===== src/rtl/egd_seq_ctrl.sv =====
// egd_seq_ctrl: sequencer for the Exp-Golomb decode datapath.
// Buffers 16-bit bitstream words into a 32-bit MSB-first window, queues
// select codes, runs one decode at a time and returns results.
//
// Ports:
//   clk, rst            single clock, synchronous active-high reset
//   cmd_valid/ready/sel command push into the select-code FIFO
//   bs_valid/ready/data bitstream word fill into the window
//   dec_window/sel      aligned window[31:16] and active select code
//   dec_start           one-cycle decode start pulse
//   dec_done/len/value  decoder completion, bits consumed, value
//   res_valid/ready     result handshake, res_value/res_sel held
//   bits_avail          valid bits in the window (0..32)
//   busy, err           BUSY state indicator, sticky error flag
//
// Optional build macro EGD_SEQ_CTRL_TIMEOUT_EN: abort to HALT with err
// when dec_done has not arrived TIMEOUT_CYCLES cycles after dec_start.

module egd_seq_ctrl #(
    parameter int unsigned CMD_DEPTH      = 4,
    parameter int unsigned TIMEOUT_CYCLES = 32
) (
    input  logic        clk,
    input  logic        rst,
    input  logic        cmd_valid,
    output logic        cmd_ready,
    input  logic [1:0]  cmd_sel,
    input  logic        bs_valid,
    output logic        bs_ready,
    input  logic [15:0] bs_data,
    output logic [15:0] dec_window,
    output logic [1:0]  dec_sel,
    output logic        dec_start,
    input  logic        dec_done,
    input  logic [4:0]  dec_len,
    input  logic [7:0]  dec_value,
    output logic        res_valid,
    input  logic        res_ready,
    output logic [7:0]  res_value,
    output logic [1:0]  res_sel,
    output logic [5:0]  bits_avail,
    output logic        busy,
    output logic        err
);

    localparam int unsigned PW = (CMD_DEPTH > 1) ? $clog2(CMD_DEPTH) : 1;
    localparam int unsigned CW = PW + 1;

    generate
        if ((CMD_DEPTH < 2) || (CMD_DEPTH > 16) ||
            ((CMD_DEPTH & (CMD_DEPTH - 1)) != 0) ||
            (TIMEOUT_CYCLES < 1)) begin : g_bad_param
            $error("egd_seq_ctrl: illegal parameter value");
        end
    endgenerate

    typedef enum logic [1:0] {
        S_IDLE = 2'd0,
        S_BUSY = 2'd1,
        S_HALT = 2'd2
    } state_t;

    state_t        state_q, state_d;
    logic [31:0]   win_q, win_d;
    logic [5:0]    bits_q, bits_d;
    logic [1:0]    mem_q [CMD_DEPTH];
    logic [1:0]    mem_d [CMD_DEPTH];
    logic [PW-1:0] wr_ptr_q, wr_ptr_d;
    logic [PW-1:0] rd_ptr_q, rd_ptr_d;
    logic [CW-1:0] cnt_q, cnt_d;
    logic          start_q, start_d;
    logic [1:0]    sel_q, sel_d;
    logic          rv_q, rv_d;
    logic [7:0]    rval_q, rval_d;
    logic [1:0]    rsel_q, rsel_d;
    logic          err_q, err_d;

`ifdef EGD_SEQ_CTRL_TIMEOUT_EN
    localparam int unsigned TW = $clog2(TIMEOUT_CYCLES + 1);
    logic [TW-1:0] to_q, to_d;
`endif

    logic live;
    logic fifo_full;
    logic fifo_empty;
    logic cmd_rdy;
    logic bs_rdy;
    logic cmd_push;
    logic bs_push;
    logic len_ok;
    logic done_seen;
    logic pop;
    logic res_take;

    assign live       = !rst;
    assign fifo_full  = (cnt_q == CW'(CMD_DEPTH));
    assign fifo_empty = (cnt_q == '0);
    assign cmd_rdy    = live && !fifo_full && (state_q != S_HALT);
    // Fills only in IDLE so a fill never collides with the post-decode shift.
    assign bs_rdy     = live && (state_q == S_IDLE) && (bits_q <= 6'd16);
    assign cmd_push   = cmd_valid && cmd_rdy;
    assign bs_push    = bs_valid && bs_rdy;
    assign len_ok     = (dec_len != 5'd0) && (dec_len <= 5'd16);
    // A done coinciding with the start pulse cannot belong to this decode.
    assign done_seen  = (state_q == S_BUSY) && dec_done && !start_q;
    assign pop        = done_seen && len_ok;
    assign res_take   = rv_q && res_ready;

    always_comb begin
        state_d  = state_q;
        win_d    = win_q;
        bits_d   = bits_q;
        mem_d    = mem_q;
        wr_ptr_d = wr_ptr_q;
        rd_ptr_d = rd_ptr_q;
        cnt_d    = cnt_q;
        start_d  = 1'b0;
        sel_d    = sel_q;
        rv_d     = rv_q;
        rval_d   = rval_q;
        rsel_d   = rsel_q;
        err_d    = err_q;
`ifdef EGD_SEQ_CTRL_TIMEOUT_EN
        to_d     = to_q;
`endif

        if (cmd_push) begin
            mem_d[wr_ptr_q] = cmd_sel;
            wr_ptr_d        = wr_ptr_q + 1'b1;
        end

        // Bits below bits_avail are always zero, so OR-ing places the word.
        if (bs_push) begin
            win_d  = win_q | ({bs_data, 16'h0000} >> bits_q);
            bits_d = bits_q + 6'd16;
        end

        if (res_take) begin
            rv_d = 1'b0;
        end

        unique case (state_q)
            S_IDLE: begin
                if (!fifo_empty && (bits_q >= 6'd16) && !rv_q) begin
                    state_d = S_BUSY;
                    start_d = 1'b1;
                    sel_d   = mem_q[rd_ptr_q];
`ifdef EGD_SEQ_CTRL_TIMEOUT_EN
                    to_d    = '0;
`endif
                end
            end
            S_BUSY: begin
                if (pop) begin
                    win_d    = win_q << dec_len;
                    bits_d   = bits_q - {1'b0, dec_len};
                    rv_d     = 1'b1;
                    rval_d   = dec_value;
                    rsel_d   = sel_q;
                    rd_ptr_d = rd_ptr_q + 1'b1;
                    state_d  = S_IDLE;
                end else if (done_seen) begin
                    err_d   = 1'b1;
                    state_d = S_HALT;
                end
`ifdef EGD_SEQ_CTRL_TIMEOUT_EN
                else if (to_q == TW'(TIMEOUT_CYCLES - 1)) begin
                    err_d   = 1'b1;
                    state_d = S_HALT;
                end else begin
                    to_d = to_q + 1'b1;
                end
`endif
            end
            S_HALT: begin
                state_d = S_HALT;
            end
            default: begin
                state_d = S_HALT;
            end
        endcase

        cnt_d = cnt_q + CW'(cmd_push) - CW'(pop);
    end

    always_ff @(posedge clk) begin
        if (rst) begin
            state_q  <= S_IDLE;
            win_q    <= '0;
            bits_q   <= '0;
            mem_q    <= '{default: 2'b00};
            wr_ptr_q <= '0;
            rd_ptr_q <= '0;
            cnt_q    <= '0;
            start_q  <= 1'b0;
            sel_q    <= '0;
            rv_q     <= 1'b0;
            rval_q   <= '0;
            rsel_q   <= '0;
            err_q    <= 1'b0;
`ifdef EGD_SEQ_CTRL_TIMEOUT_EN
            to_q     <= '0;
`endif
        end else begin
            state_q  <= state_d;
            win_q    <= win_d;
            bits_q   <= bits_d;
            mem_q    <= mem_d;
            wr_ptr_q <= wr_ptr_d;
            rd_ptr_q <= rd_ptr_d;
            cnt_q    <= cnt_d;
            start_q  <= start_d;
            sel_q    <= sel_d;
            rv_q     <= rv_d;
            rval_q   <= rval_d;
            rsel_q   <= rsel_d;
            err_q    <= err_d;
`ifdef EGD_SEQ_CTRL_TIMEOUT_EN
            to_q     <= to_d;
`endif
        end
    end

    // Every output is forced low while reset is asserted.
    assign cmd_ready  = cmd_rdy;
    assign bs_ready   = bs_rdy;
    assign dec_window = live ? win_q[31:16] : 16'h0000;
    assign dec_sel    = live ? sel_q : 2'b00;
    assign dec_start  = live && start_q;
    assign res_valid  = live && rv_q;
    assign res_value  = live ? rval_q : 8'h00;
    assign res_sel    = live ? rsel_q : 2'b00;
    assign bits_avail = live ? bits_q : 6'd0;
    assign busy       = live && (state_q == S_BUSY);
    assign err        = live && err_q;

endmodule


===== config.mk =====
export PLATFORM = sky130hd
export DESIGN_NAME = egd_seq_ctrl
export DESIGN_NICKNAME = d
export VERILOG_FILES = /design/src/rtl/egd_seq_ctrl.sv
export SDC_FILE = /design/constraint.sdc
export NUM_CORES = 1
export LEC_CHECK = 0
export CORE_MARGIN = 2
export CORE_UTILIZATION = 45
export CTS_BUF_LIST = sky130_fd_sc_hd__clkbuf_4
export DETAILED_ROUTE_END_ITERATION = 16
export PLACE_DENSITY = 0.69
export REMOVE_ABC_BUFFERS = 1
export SLEW_MARGIN = 20
export SYNTH_ARGS = -nofsm -noshare
export SYNTH_HDL_FRONTEND = slang
export SYNTH_SLANG_ARGS = --single-unit

===== constraint.sdc =====
create_clock -name clk -period 2.9 [get_ports clk]
set_input_delay 0.58 -clock clk [delete_from_list [all_inputs] [get_ports clk]]
set_output_delay 0.58 -clock clk [all_outputs]
set_load 0.01 [all_outputs]

=== Yosys cells after proc, flatten, opt, wreduce, memory -nomap -nowiden ===
Cells that the tools add are included.

* Add/sub/neg operators: 6
* Order comparisons: 6
* Equality and inequality tests: 5
* Shift operators: 2
* Mux-type cells: 25
* Bitwise logic cells: 5
* Reduce and logical (&&, ||, !) cells: 31

{| class="wikitable"
|+ Operators by type and width
! kind !! count
|-
| $mux 32 || 3
|-
| $or 32x32->32 || 1
|-
| $shl 32x5->32 || 1
|-
| $shr 32x6->32 || 1
|-
| $mux 6 || 4
|-
| $logic_and 1x1->1 || 18
|-
| $mux 16 || 1
|-
| $mux 2 || 8
|-
| $bwmux 8 || 1
|-
| $mux 8 || 1
|-
| $add 6x5->6 const B || 1
|-
| $ge 3x3->1 const B || 2
|-
| $ge 6x5->1 const B || 1
|-
| $le 6x5->1 const B || 1
|-
| $not 2->3 || 2
|-
| $reduce_and 2->1 || 3
|-
| $sub 6x5->6 || 1
|-
| $le 5x5->1 const B || 1
|-
| $logic_not 1->1 || 5
|-
| $reduce_bool 5->1 || 1
|-
| $add 2x1->2 const B || 2
|-
| $bmux 2 s2 || 1
|-
| $demux 2 s2 || 1
|-
| $mux 1 || 4
|-
| other kinds (14) || 15
|}

* Flip-flop bits (word level): 70
* Bits of input ports: 37
* Output and inout port bits: 40

=== Depth between registers and ports, before layout ===
* Depth after elaboration: 7
* Depth in mapped cells: 13

=== Least setup slack after synthesis ===
OpenSTA, ideal clock, no wires.

* Path kind: input to register
* Start point: input port dec_len[2]
* End point: register cnt_q[2]
* Library setup time: 0.128 ns
* Arrival time: 2.990 ns
* Required time: 2.772 ns
* Path slack: -0.217 ns
* Cell stages on the path: 13
* Cell sequence: clkbuf_1 -> nor4_2 -> xnor2_1 -> nand2_1 -> inv_2 -> buf_2 -> ha_1 -> inv_1 -> ha_1 -> fa_1 -> xnor2_1 -> xnor2_1 -> nor2_1

* Word-level cells in the longest chain between the ends: 4

{| class="wikitable"
|+ RTL lines
! element !! line !! text
|-
| start, declared || 35 || <nowiki>input logic [4:0] dec_len,</nowiki>
|-
| $le 5x5->1 / $reduce_bool 5->1 (equally long branches) || 103 || <nowiki>assign len_ok = (dec_len != 5'd0) && (dec_len <= 5'd16);</nowiki>
|-
| $logic_and 1x1->1 * || 103 ||
|-
| $logic_and 1x1->1 * || 106 || <nowiki>assign pop = done_seen && len_ok;</nowiki>
|-
| $sub 3x1->3 * || 183 || <nowiki>cnt_d = cnt_q + CW'(cmd_push) - CW'(pop);</nowiki>
|-
| end signal, assigned || 211 || <nowiki>cnt_q <= cnt_d;</nowiki>
|-
| end, declared || 70 || <nowiki>logic [CW-1:0] cnt_q, cnt_d;</nowiki>
|}

Every way passes the cells marked *; elsewhere a longest branch is shown, timed or not.
A chain may end at the register's enable or synchronous reset.

=== Final worst setup path ===
* Start point: register bits_q[3]
* End point: output port bits_avail[3]

* Word-level cells in the longest chain between the ends: 1

{| class="wikitable"
|+ RTL lines
! element !! line !! text
|-
| start, declared || 65 || <nowiki>logic [5:0] bits_q, bits_d;</nowiki>
|-
| start signal, assigned || 207 || <nowiki>bits_q <= bits_d;</nowiki>
|-
| $mux 6 || 233 || <nowiki>assign bits_avail = live ? bits_q : 6'd0;</nowiki>
|-
| end, declared || 41 || <nowiki>output logic [5:0] bits_avail,</nowiki>
|}

Every way passes these cells.

==> flow_metrics.env <==
export IMPL_tightest_slew_ps=668
export IMPL_cts_root_buf="clkbuf_4"
export IMPL_p_leak_nw=2.71
export IMPL_synth_compound_area_share_pct=18.7
export IMPL_power_share_clock_pct=26.4
export IMPL_fp_row_count=42
export IMPL_path_buf_inv=3
export IMPL_synth_xor_area_share_pct=1.28
export IMPL_dp_cells=926
export IMPL_grt_pass1_vias=5970
export IMPL_p_int_w=0.00174
export IMPL_synth_area_mm2=0.00615
export IMPL_p_seq_share_pct=41.3
export IMPL_wl_um=20900
export IMPL_synthSimpleGateAreaFrac_pct=19.6
export IMPL_synth_area_mux_share_pct=28.8
export IMPL_gp_congestion=0.948
export IMPL_fp_dieH_um=121
export IMPL_vias=6160
export IMPL_finalNonFillerCells=945
export IMPL_overflow=0
export IMPL_cts_sinks=70
export IMPL_tns_ps=0
export IMPL_vias_per_cell=6.52
export IMPL_nets=815
export IMPL_drive_above_1_share_pct=19.9
export IMPL_yosysTopAreaCellShare_pct=22.8
export IMPL_grt_pass1_wl_um=33200
export IMPL_die_w_um=121
export IMPL_crit_path_top_delay_cell="clkdlybuf4s50_1"
export IMPL_layout_commonest_cell="clkdlybuf4s50_1"
export IMPL_syn_avg_cell_area_um2=9.11
export IMPL_dr_first_iter_drc_count=654
export IMPL_worst_ep_required_time_ps=2320
export IMPL_postRouteAntennaNets=0
export IMPL_cpPeakStageDelay_ps=580
export IMPL_slew_violations=0
export IMPL_seq_area_frac_synth_pct=22.8
export IMPL_synth_largest_area_cell="dfxtp_1"
export IMPL_cp_top_family="buffers and inverters"
export IMPL_hp_class="reg -> reg"
export IMPL_track_usage_pct=29.3
export IMPL_grt_max_degree=50
export IMPL_synth_cell_type_count=69
export IMPL_antenna_found_initial=1
export IMPL_cts_made_buffers=9
export IMPL_yosysWarnings=0
export IMPL_async_flop_share_pct=0
export IMPL_critPathKind="reg -> out"
export IMPL_ctsLongestPathBuffers=2
export IMPL_synth_edf_count=0
export IMPL_status="completed"
export IMPL_synth_area_top_cells="dfxtp_1 (23%), mux4_2 (20%), mux2i_1 (7.0%)"
export IMPL_power_w=0.00273
export IMPL_worst_ep_arrival_time_ps=2160
export IMPL_wl_per_cell_um=22.1
export IMPL_final_cell_mix="clkdlybuf4s50_1 (73), dfxtp_1 (68), nand2_1 (57), mux4_2 (54), buf_4 (51)"
export IMPL_cts_tree="yes"
export IMPL_firstDrtPassIters=7
export IMPL_path_cells="buf_4 -> clkinvlp_4 -> nor2_1 -> clkdlybuf4s50_1"
export IMPL_clk_transition_reported_paths_ps=140
export IMPL_grt_setup_unrepaired="false"
export IMPL_critPathMaxFanout=23
export IMPL_maxCapViolations=0
export IMPL_dpl_worst_slack_ps=-261
export IMPL_finalHoldViolCount=0
export IMPL_power_switching_w=0.000992
export IMPL_synthAdderAreaFrac_pct=3.30
export IMPL_skew_ps=22.6
export IMPL_critPathCaptureType="output pin"
export IMPL_layout_min_cycle_time_ps=2740
export IMPL_place_hpwl_um=15500
export IMPL_synth_top_family_by_area="multiplexers"
export IMPL_design_portCount=77
export IMPL_htree_levels=3
export IMPL_peakVddDrop_v=0.000263
export IMPL_clk_latency_ps=490
export IMPL_start_util_pct=46.3
export IMPL_drc=0
export IMPL_period_share_pct=94.4
export IMPL_fin_hold_ws_ps=466
export IMPL_crit_path_start_kind="register"
export IMPL_portBuffers=76
export IMPL_setup_viol=0
export IMPL_core_area_mm2=0.0133
export IMPL_netSwitchingFraction_pct=36.3
export IMPL_setup_ws_ps=163
export IMPL_synthCells=675
export IMPL_ys_ff_latch=70
export IMPL_relSlewSlack_pct=55.0
export IMPL_p_comb_share_pct=32.3
export IMPL_dieArea_mm2=0.0146
export IMPL_power_density_mw_per_mm2=365
export IMPL_synth_ff_type="dfxtp_1"
export IMPL_fmax_ghz=0.365
export IMPL_area_growth_pct=22.0
-- timing repair --
action,CTS,global route
hold buffers,0,0
setup buffers,0,2
resized for setup,3,3
pin swaps,1,1
setup endpoints to repair,1,2
cloned,0,0
-- state kept, by name (all words and copies together) (netlist names), 2 cells and up --
register	flops
win_q	32
mem_q	8
rval_q	8
bits_q	6
cnt_q	3
rd_ptr_q	2
rsel_q	2
sel_q	2
state_q	2
wr_ptr_q	2
-- final timing paths --
path              slack (ps)  depth (start not counted)             to  startpoint
hold reg to reg          470                          2       mem_q[6]    mem_q[6]
setup reg to reg         320                          9      win_q[16]   bits_q[5]
hold / removal           470                          2       mem_q[6]    mem_q[6]
setup / recovery         160                          4  bits_avail[3]   bits_q[3]
-- power by group through the flow --
| stage | clock, W | sequential, W | combinational (W) |
|---|---|---|---|
| after floorplan | 0 | 0.00111 | 0.000480 |
| after global placement | 0 | 0.00114 | 0.000846 |
| after detailed placement | 0 | 0.00115 | 0.000863 |
| after CTS | 0.000722 | 0.00112 | 0.000869 |
| after global routing | 0.000769 | 0.00114 | 0.000944 |
| final | 0.000721 | 0.00113 | 0.000883 |
-- per-stage QoR --
stage / util [%] / area (um2)
2_1_floorplan: - / 5910
3_3_place_gp: 55.0 / 7310
3_5_place_dp: 55.0 / 7310
4_1_cts: 56.2 / 7470
5_1_grt: 56.4 / 7500
6_report: 56.4 / 7500
-- layer usage --
layer	vias up	GRT usage, %	share of wire (%)
met4	0	12.3	3.5
met3	65	4.70	9.5
met5	-	0	0
met2	381	45.8	46
li1	2760	-	-
met1	2954	40.4	41
-- cell type report --
cell class	instances	area (um2)
diodes	1	2.50
inverters	27	105
multi-input cells	525	4410
fillers	1182	5800
flip-flops and latches	70	1410
repair buffers	130	1200
well taps	176	220
clock buffers	9	67.6
clock inverters	7	86.3
-- synth_stat cells, types with 4 or more instances --
| cell type | n |
|---|---|
| nor2b_1 | 43 |
| dfxtp_1 | 70 |
| ha_1 | 13 |
| a221oi_1 | 4 |
| nand2_1 | 57 |
| or4_1 | 4 |
| a211oi_1 | 12 |
| o22ai_1 | 10 |
| o22a_1 | 14 |
| xnor2_1 | 8 |
| nor4_1 | 6 |
| o311ai_0 | 5 |
| inv_1 | 22 |
| buf_2 | 14 |
| o21ai_0 | 28 |
| buf_1 | 7 |
| mux2_2 | 11 |
| and2_1 | 5 |
| o21a_1 | 5 |
| clkbuf_1 | 27 |
| nand3_1 | 23 |
| nor3_1 | 17 |
| mux4_2 | 54 |
| a21oi_1 | 30 |
| nor2_1 | 40 |
| buf_4 | 4 |
| mux2i_1 | 43 |
| o211ai_1 | 5 |
| a31oi_1 | 6 |
| nand2b_1 | 8 |
| a22oi_1 | 6 |
| nand3b_1 | 9 |
-- kinds of logic (layout without fill, tap and decap cells) --
kind of cell | count (synthesis) | in the layout
XOR/XNOR | 9 | 9
adder cells (fa/ha/maj) | 15 | 15
multiplexers | 108 | 108
flip-flops | 70 | 70
other | 0 | 1
AND/OR/NAND/NOR | 231 | 231
AO/OA/AOI/OAI | 162 | 162
buffers and inverters | 80 | 173
-- worst register-to-register path: cells and delay by family, from the launching register on --
family / cells / cell delay [ps]
adder cells (fa/ha/maj): 1 / 230
flip-flops: 1 / 400
buffers and inverters: 3 / 370
AO/OA/AOI/OAI: 2 / 490
AND/OR/NAND/NOR: 3 / 980
(Power assumes the default switching activity.)
